<file path="config.mk">
export PLATFORM = sky130hd
export DESIGN_NAME = cpu_datapath
export DESIGN_NICKNAME = d
export VERILOG_FILES = /design/src/rtl/cpu_datapath.sv
export SDC_FILE = /design/constraint.sdc
export NUM_CORES = 1
export LEC_CHECK = 0
export BUFFER_PORTS_ARGS = -buffer_cell sky130_fd_sc_hd__buf_2
export CAP_MARGIN = 20
export CORE_MARGIN = 2
export CORE_UTILIZATION = 40
export CTS_CLUSTER_SIZE = 30
export DETAILED_ROUTE_END_ITERATION = 6
export SYNTH_ARGS = -nofsm -noshare
export SYNTH_HDL_FRONTEND = slang
export SYNTH_SLANG_ARGS = --single-unit
export TNS_END_PERCENT = 30
</file>
<file path="constraint.sdc">
create_clock -name clk -period 3.1 [get_ports clk]
set_input_delay 0.62 -clock clk [delete_from_list [all_inputs] [get_ports clk]]
set_output_delay 0.62 -clock clk [all_outputs]
set_load 0.05 [all_outputs]
</file>
<file path="src/rtl/cpu_datapath.sv">
// ----------------------------------------------------------------------------
// cpu_datapath
//
// Execution half of a microcoded 8-bit CPU. Each cycle it takes a 15-bit
// control word from the Controller and performs it. It holds the PC, MAR, IR,
// A, B, OUT and flag registers, the ALU, a 2**ADDRW-word program RAM and the
// shared bus. The IR opcode nibble goes back to the Controller. A separate
// program-load port fills RAM before a run.
//
// The Controller changes ctrlwrd on the falling edge. All state here updates
// on the rising edge, so the bus value has half a cycle to settle before use.
//
// Ports
//   clk          system clock, rising-edge state updates
//   resetn       asynchronous active-low reset (RAM is not cleared)
//   ctrlwrd      {HLT,MI,RI,RO,IO,II,AI,AO,SO,SU,BI,OI,CE,CO,J}, bit0 = J
//   load         program-load mode; inhibits every ctrlwrd action
//   progwe       RAM write strobe, honoured only while load = 1
//   progaddr     RAM load address
//   progdata     RAM load data
//   instruction  IR[DATAW-1 -: 4], opcode to the Controller
//   bus          current bus value
//   outreg       output (display) register
//   carry, zero  ALU flags, updated only on SO cycles
//   halted       sticky halt, cleared only by reset
//   buserr       more than one bus driver asserted this cycle
// ----------------------------------------------------------------------------
module cpu_datapath #(
    parameter int DATAW = 8,
    parameter int ADDRW = 4
) (
    input  logic             clk,
    input  logic             resetn,
    input  logic [14:0]      ctrlwrd,
    input  logic             load,
    input  logic             progwe,
    input  logic [ADDRW-1:0] progaddr,
    input  logic [DATAW-1:0] progdata,
    output logic [3:0]       instruction,
    output logic [DATAW-1:0] bus,
    output logic [DATAW-1:0] outreg,
    output logic             carry,
    output logic             zero,
    output logic             halted,
    output logic             buserr
);

    // The field order matches the bit order of ctrlwrd: MSB first (HLT = bit14).
    typedef struct packed {
        logic hlt;
        logic mi;
        logic ri;
        logic ro;
        logic io;
        logic ii;
        logic ai;
        logic ao;
        logic so;
        logic su;
        logic bi;
        logic oi;
        logic ce;
        logic co;
        logic j;
    } ctrl_t;

    ctrl_t cw;
    assign cw = ctrl_t'(ctrlwrd);

    // ------------------------------------------------------------------------
    // State
    // ------------------------------------------------------------------------
    logic [ADDRW-1:0] pc_q,     pc_d;
    logic [ADDRW-1:0] mar_q,    mar_d;
    logic [DATAW-1:0] ir_q,     ir_d;
    logic [DATAW-1:0] a_q,      a_d;
    logic [DATAW-1:0] b_q,      b_d;
    logic [DATAW-1:0] out_q,    out_d;
    logic             carry_q,  carry_d;
    logic             zero_q,   zero_d;
    logic             halted_q, halted_d;

    logic [DATAW-1:0] mem_q [2**ADDRW];

    // ------------------------------------------------------------------------
    // ALU. SU selects A + ~B + 1. The carry-out then reads as "no borrow".
    // ------------------------------------------------------------------------
    logic [DATAW-1:0] alu_b;
    logic [DATAW-1:0] alu_res;
    logic             alu_c;

    assign alu_b = cw.su ? ~b_q : b_q;
    assign {alu_c, alu_res} = {1'b0, a_q} + {1'b0, alu_b} + (DATAW+1)'(cw.su);

    // ------------------------------------------------------------------------
    // Bus. The priority chain picks the winner. x & (x-1) is non-zero exactly
    // when two or more driver bits are set.
    // ------------------------------------------------------------------------
    logic [4:0] drivers;
    assign drivers = {cw.co, cw.ro, cw.io, cw.ao, cw.so};
    assign buserr  = |(drivers & (drivers - 5'd1));

    always_comb begin
        bus = '0;
        if (cw.co)      bus = DATAW'(pc_q);
        else if (cw.ro) bus = mem_q[mar_q];
        else if (cw.io) bus = DATAW'(ir_q[ADDRW-1:0]);
        else if (cw.ao) bus = a_q;
        else if (cw.so) bus = alu_res;
    end

    // Control-word actions take effect only in run mode and before a halt.
    logic exec_en;
    assign exec_en = ~load & ~halted_q;

    // ------------------------------------------------------------------------
    // Next-state logic
    // ------------------------------------------------------------------------
    always_comb begin
        // NOTE: every target is given its hold value first, so a path that
        // assigns nothing cannot leave a latch behind.
        pc_d     = pc_q;
        mar_d    = mar_q;
        ir_d     = ir_q;
        a_d      = a_q;
        b_d      = b_q;
        out_d    = out_q;
        carry_d  = carry_q;
        zero_d   = zero_q;
        halted_d = halted_q;

        if (exec_en) begin
            if (cw.mi) mar_d = bus[ADDRW-1:0];
            if (cw.ii) ir_d  = bus;
            if (cw.ai) a_d   = bus;
            if (cw.bi) b_d   = bus;
            if (cw.oi) out_d = bus;
            // A jump beats a count on the same edge.
            if (cw.j)       pc_d = bus[ADDRW-1:0];
            else if (cw.ce) pc_d = pc_q + ADDRW'(1);
            if (cw.so) begin
                carry_d = alu_c;
                zero_d  = (alu_res == '0);
            end
            if (cw.hlt) halted_d = 1'b1;
        end
    end

    always_ff @(posedge clk or negedge resetn) begin
        if (!resetn) begin
            pc_q     <= '0;
            mar_q    <= '0;
            ir_q     <= '0;
            a_q      <= '0;
            b_q      <= '0;
            out_q    <= '0;
            carry_q  <= 1'b0;
            zero_q   <= 1'b0;
            halted_q <= 1'b0;
        end else begin
            // NOTE: non-blocking assignments, so every register samples the
            // pre-edge bus together, whatever the statement order.
            pc_q     <= pc_d;
            mar_q    <= mar_d;
            ir_q     <= ir_d;
            a_q      <= a_d;
            b_q      <= b_d;
            out_q    <= out_d;
            carry_q  <= carry_d;
            zero_q   <= zero_d;
            halted_q <= halted_d;
        end
    end

    // ------------------------------------------------------------------------
    // Program RAM. The load port owns the write port while load = 1. In run
    // mode RI writes the bus at the pre-edge MAR.
    // ------------------------------------------------------------------------
    logic             ram_we;
    logic [ADDRW-1:0] ram_waddr;
    logic [DATAW-1:0] ram_wdata;

    assign ram_we    = load ? progwe   : (exec_en & cw.ri);
    assign ram_waddr = load ? progaddr : mar_q;
    assign ram_wdata = load ? progdata : bus;

    // NOTE: the RAM has no reset branch. Its contents must survive resetn,
    // and leaving it out keeps it mappable to a plain memory array.
    always_ff @(posedge clk) begin
        if (ram_we) mem_q[ram_waddr] <= ram_wdata;
    end

    // ------------------------------------------------------------------------
    // Outputs
    // ------------------------------------------------------------------------
    assign instruction = ir_q[DATAW-1 -: 4];
    assign outreg      = out_q;
    assign carry       = carry_q;
    assign zero        = zero_q;
    assign halted      = halted_q;

endmodule

</file>
==> impl_metrics.ini, run 1 <==
[sta]
hold_violations = 0
min_period_ps = 3450
max_freq_ghz = 0.290
fin_skew_ps = 8.15
final.period_utilization_pct = 111
rsz0062_at_grt = true
slew_violations = 0
tightest_slew_ps = 1010
fin_ws_ps = -348
slew_headroom_pct = 32.7
setup_viol = 7

[grt]
first_global_vias = 5471
grt_max_degree = 44
grt_antenna_before_repair = 0
grt_pass1_wl_um = 31200
globalRouteOverflowTotal = 0
gr-usage-all-layers_pct = 20.7

[floorplanning]
die_h_um = 145
die_w_um = 145
start_util_pct = 40.7
die_area_um2 = 20900
io_pins = 55
core_um2 = 19500
rows = 51

[route]
via_per_inst = 5.46
drt_iter0_markers = 605
ant_nets = 0
drt_first_pass_iters = 5
avgRoutedWirePerCell_um = 20.7
vias = 5355
drcViolationCount = 0
wl_um = 20300

[power_and_ir_drop]
ir_drop_mv = 0.406
power.leakage_nw = 3.80
power_density_nw_per_um2 = 670

[logic_synthesis]
synth_top_area_share_pct = 48.5
ys_top_cells_by_area = edfxtp_1 (49%), dfrtp_1 (14%), mux4_2 (5.1%), mux4_1 (3.6%), nand2_1 (3.1%)
synth.distinct_cells = 70
yosysTopAreaCell = edfxtp_1
synth_nets = 607
ys.flop_type = edfxtp_1
synthArstFlopShare_pct = 25.1
netlist_area_um2 = 7920
yosys_register_bits = 171
syn_inst = 567
ys.warnings.count = 0
syn_avg_cell_area_um2 = 14.0
synth_edf_count = 128
ys_seq_area_share_pct = 62.1

[layout]
layout.cells.non_filler = 981
final_nets = 743
n_antenna_cell = 0
synthToLayoutAreaGrowth_pct = 25.6
drive_gt1_share_pct = 34.9

[setup_path]
path_class = register to primary output
arrival_ps = 2830
crit_chain = mux2_4, fa_2, and3_4, or3_4, a32o_2, a32oi_4, clkinvlp_4, buf_8
cp_slowest_cell = dfrtp_1
crit_family = simple AND/OR/NAND/NOR gates
max_stage_delay_ps = 400
cp-start-kind = register
crit_required_ps = 2480
critPathBufInv = 2
worstSetupEndpointType = primary output
cp_max_fo = 2

[outcome]
status = finished, violations left
violations = negative setup slack

[placed_design]
port_buffers = 54
dp_hpwl_um = 14700
dp_cells = 940
place.gp.congestion = 0.864
dpl_worst_slack_ps = -363

[clock_network]
h-tree-depth = 4
cts.sinks = 171
clk_pin_slew_ps = 70
root_buffer = clkbuf_16
tritoncts = built
cts_made_buffers = 17
clock_path_buffers = 2
insertion_delay_ps = 430

[flow_run]
max-cap-violations = 0

[worst_hold_path]
min_path_type = primary input to register
final timing paths:
check / cells after the start / slack, ps / start / end
min in group asynchronous: 2 / 540 / resetn / b_q[4]
worst max register to register: 10 / 180 / b_q[0] / mem_q[1][4]
max in group asynchronous: 3 / 2100 / resetn / mar_q[0]
worst min register to register: 2 / 480 / ir_q[6] / ir_q[6]
worst min-delay path: 2 / 440 / ctrlwrd[14] / halted
worst max-delay path: 8 / -350 / b_q[0] / bus[4]
report_power, final:
part | leakage, nW | internal, mW | switching [mW]
clock | 0.294 | 1.21 | 0.917
sequential | 1.71 | 2.61 | 0.0846
combinational | 1.79 | 0.836 | 1.01
total | 3.80 | 4.66 | 2.01
worst register-to-register path, stage by stage, from the launching register on:
cell and delay (ps):
dfrtp_1 400, mux2_4 320, fa_2 380, and3_4 180
or3_4 320, a32o_2 270, a32oi_4 230, buf_4 150
buf_4 130, o21ai_1 120, buf_12 180
per-stage QoR:
step,util (%),power [mW],cell area (um2),hold WS (ps),setup TNS (ps)
final,51.1,6.67,9950,441,-1640
after global routing,51.1,6.95,9950,422,-2440
after floorplan,-,3.78,7980,324,-3970
after global placement,46.7,4.41,9080,457,-14160
after CTS,50.9,6.69,9910,391,-1810
after detailed placement,46.7,4.42,9080,466,-16710
layout by cell type (no fill, tap or decap), drive strengths merged, types with 6 or more instances in the layout:
cell    count
buf       148
edfxtp    128
nand2      65
dfrtp      43
o21ai      37
nor2       29
mux4       29
inv        21
clkbuf     17
mux2i      14
mux2       14
a31oi      12
a21oi      12
xor2       10
o31ai       9
ha          8
nor2b       7
nand3       7
clkinv      7
a21o        6
a22oi       6
repair_timing:
item                                    CTS  global route
hold endpoints to repair                  0             3
setup buffers                             8             1
hold buffers                              0             1
resized for setup                        44             2
endpoints found under the setup margin   24             8
pin swaps                                20             7
sequential cells by signal, indices dropped and copies added, names as in the netlist:
| register | flops |
|---|---|
| carry | 1 |
| halted | 1 |
| zero | 1 |
| b_q | 8 |
| mem_q | 128 |
| ir_q | 8 |
| mar_q | 4 |
| outreg | 8 |
| pc_q | 4 |
| a_q | 8 |
logic make-up (layout without fill, tap and decap cells):
group	after synthesis	after routing	share of synthesized area, %
flops	171	171	62.1
simple gates	149	149	8.92
compound gates	120	120	10.7
mux	57	57	12.5
buf+inv	49	198	2.91
xor+xnor	11	11	1.22
fa+ha+maj	10	10	1.64
per-layer routing:
layer / wire [um] / part of all wire (%) / up-vias / global-route usage, %
li1: - / - / 2478 / -
met1: 8840 / 44 / 2681 / 27.1
met2: 9810 / 48 / 155 / 33.4
met3: 930 / 4.6 / 41 / 3.85
met4: 702 / 3.5 / 0 / 9.71
met5: 0 / 0 / - / 0
cell type report:
class	instances	area, um2
Fill cell	1625	9510
Sequential cell	171	4920
Multi-Input combinational cell	347	2920
Timing Repair Buffer	149	1120
Clock buffer	17	425
Tap cell	265	332
Clock inverter	15	165
Inverter	17	67.6
synthesized netlist by cell type (all sizes together) (2+ instances only):
library cell and number:
nor2 29, or2 4, nand2b 5, xor2 10, mux2 14, nand2 65
a211oi 2, a31oi 12, dfrtp 43, a21o 6, o21ai 37, and2 4
ha 8, or3 2, nor2b 7, and3b 2, nor3b 3, nand3b 3
and3 5, a2111oi 2, a21oi 12, a32oi 3, nor3 3, edfxtp 128
mux4 29, o211ai 4, or3b 2, o41ai 2, o32ai 3, o31ai 9
mux2i 14, a22oi 6, buf 16, a221oi 3, inv 16, o22ai 4
nor4 2, nand4 4, a311o 2, clkbuf 16, nand3 7
Power figures use the tool's default switching activity.
==> inputs of run 2 (changes only) <==
--- a/config.mk
+++ b/config.mk
@@ -7,10 +7,13 @@
 export LEC_CHECK = 0
 export BUFFER_PORTS_ARGS = -buffer_cell sky130_fd_sc_hd__buf_2
 export CAP_MARGIN = 20
+export CELL_PAD_IN_SITES_DETAIL_PLACEMENT = 0
+export CELL_PAD_IN_SITES_GLOBAL_PLACEMENT = 2
 export CORE_MARGIN = 2
-export CORE_UTILIZATION = 40
+export CORE_UTILIZATION = 39
 export CTS_CLUSTER_SIZE = 30
 export DETAILED_ROUTE_END_ITERATION = 6
+export PLACE_DENSITY_LB_ADDON = 0.1
 export SYNTH_ARGS = -nofsm -noshare
 export SYNTH_HDL_FRONTEND = slang
 export SYNTH_SLANG_ARGS = --single-unit
==> run 2 against run 1 <==
Net effect: first-iteration DRC count fell by 40%; critical path depth unchanged; sequential share of layout area is 0.78 points lower; clock-buffer cell count is 1 higher; power rose by 0.12%; clock power is 5% lower; die area is 2.5% higher; hold slack got worse by 270 ps; critical path type unchanged; the run still ends with negative setup slack left; sequential cell count is the same; critical endpoint unchanged; global-route usage grew 0.39 points.
==> impl_metrics.ini, run 2 (same netlist as run 1, synthesis figures left out) <==
[outcome]
status = finished, violations left
violations = negative setup slack

[sta]
rsz0062_at_grt = true
fin_ws_ps = -349
fin_skew_ps = 10.2
tightest_slew_ps = 923
hold_violations = 0
setup_viol = 8
fin_tns_setup_ps = -1830
slew_violations = 0
slew_headroom_pct = 38.2
min_period_ps = 3450
final.period_utilization_pct = 111
hold_slack_ps = 175
max_freq_ghz = 0.290

[layout]
final_nets = 750
multi_input_area_um2 = 3010
top_register = mem_q
final_cell_mix = edfxtp_1 (128), buf_4 (89), nand2_1 (65), buf_2 (47), dfrtp_1 (42)
ff_latch_area_um2 = 4920
drive_gt1_share_pct = 36.0
n_antenna_cell = 0
layout_commonest_cell = edfxtp_1
fill_cells = 1774
synthToLayoutAreaGrowth_pct = 27.6
largest_reg_flops = 128

[route]
vias = 5230
drt_iter0_markers = 366
via_per_inst = 5.27
drcViolationCount = 0
drt_first_pass_iters = 4
avgRoutedWirePerCell_um = 21.6
ant_nets = 0
wl_um = 21500

[clock_network]
cts.sinks = 171
h-tree-depth = 4
root_buffer = clkbuf_16
hold_buffers = 0
tritoncts = built
clk_pin_slew_ps = 70
clock_path_buffers = 2
insertion_delay_ps = 430
cts_made_buffers = 17

[floorplanning]
die_area_um2 = 21500
die_w_um = 147
rows = 52
core_um2 = 20100
io_pins = 55
start_util_pct = 39.4
die_h_um = 147

[setup_path]
cp-start-kind = register
max_stage_delay_ps = 400
cp_slowest_cell = dfrtp_1
crit_family = compound AO/OA/AOI/OAI gates
crit_chain = mux2_4, fa_2, and3_4, or3_1, a32o_2, a32oi_4, clkinvlp_4, buf_6
cp_max_fo = 2
reg2reg_from = b_q[0]
arrival_ps = 2830
crit_path_start = b_q[0]
critPathBufInv = 2
path_class = register to primary output
worstSetupEndpointType = primary output
crit_required_ps = 2480

[placed_design]
place.gp.congestion = 0.832
dp_hpwl_um = 15500
dpl_worst_slack_ps = -408
port_buffers = 54

[power_and_ir_drop]
total_power_mw = 6.68
ir_drop_mv = 0.404
power_density_nw_per_um2 = 660
power.leakage_nw = 3.83

[grt]
grt_max_degree = 41
grt_pass1_wl_um = 33300
gr-usage-all-layers_pct = 21.1
first_global_vias = 5478
grt_antenna_before_repair = 0
globalRouteOverflowTotal = 0

[worst_hold_path]
min_path_type = primary input to asynchronous set/reset pin

[flow_run]
max-cap-violations = 0
## run 2: power breakdown
part / switching (mW) / leakage, nW / internal (mW) / total [mW]
registers: 0.0981 / 1.71 / 2.61 / 2.71
logic: 1.05 / 1.85 / 0.899 / 1.95
clock network: 0.959 / 0.271 / 1.06 / 2.02
## run 2: worst paths after layout
check | endpoint | slack, ps | cells past startpoint
worst max register to register | mem_q[8][2] | 110 | 11
max in group asynchronous | ir_q[3] | 2190 | 2
worst min-delay path | b_q[7] | 170 | 1
min in group clk | halted | 400 | 2
worst max-delay path | bus[4] | -350 | 8
worst min register to register | outreg[6] | 480 | 2
## run 2: area by class of cell
cell class / count / share of cell area, %
multi-input combinational: 347 / 29.7
clock buffer: 18 / 4.25
clock inverter: 14 / 1.27
inverter: 17 / 0.668
sequential: 171 / 48.7
timing repair buffer: 156 / 12.1
tap: 270 / 3.34
## run 2: per-layer routing
metal | vias to the layer above | GRT usage, % | wire length, um
met5 | - | 0 | 0
met2 | 108 | 35.9 | 11000
met3 | 19 | 3.66 | 705
met4 | 0 | 5.24 | 295
met1 | 2615 | 28.2 | 9470
li1 | 2488 | - | -
## run 2: timing repair
item / 4_1_cts / 5_1_grt
gates cloned: 1 / 0
setup buffers: 13 / 1
endpoints found under the setup margin: 24 / 8
resized for setup: 43 / 11
hold endpoints to repair: 0 / 0
pin swaps: 18 / 11
## run 2: per-stage QoR
step / utilization, % / std cells / area (um2)
2_1_floorplan: - / 567 / 7980
3_3_place_gp: 45.6 / 948 / 9160
3_5_place_dp: 45.6 / 948 / 9160
4_1_cts: 49.9 / 993 / 10000
5_1_grt: 50.3 / 993 / 10100
6_report: 50.3 / 993 / 10100
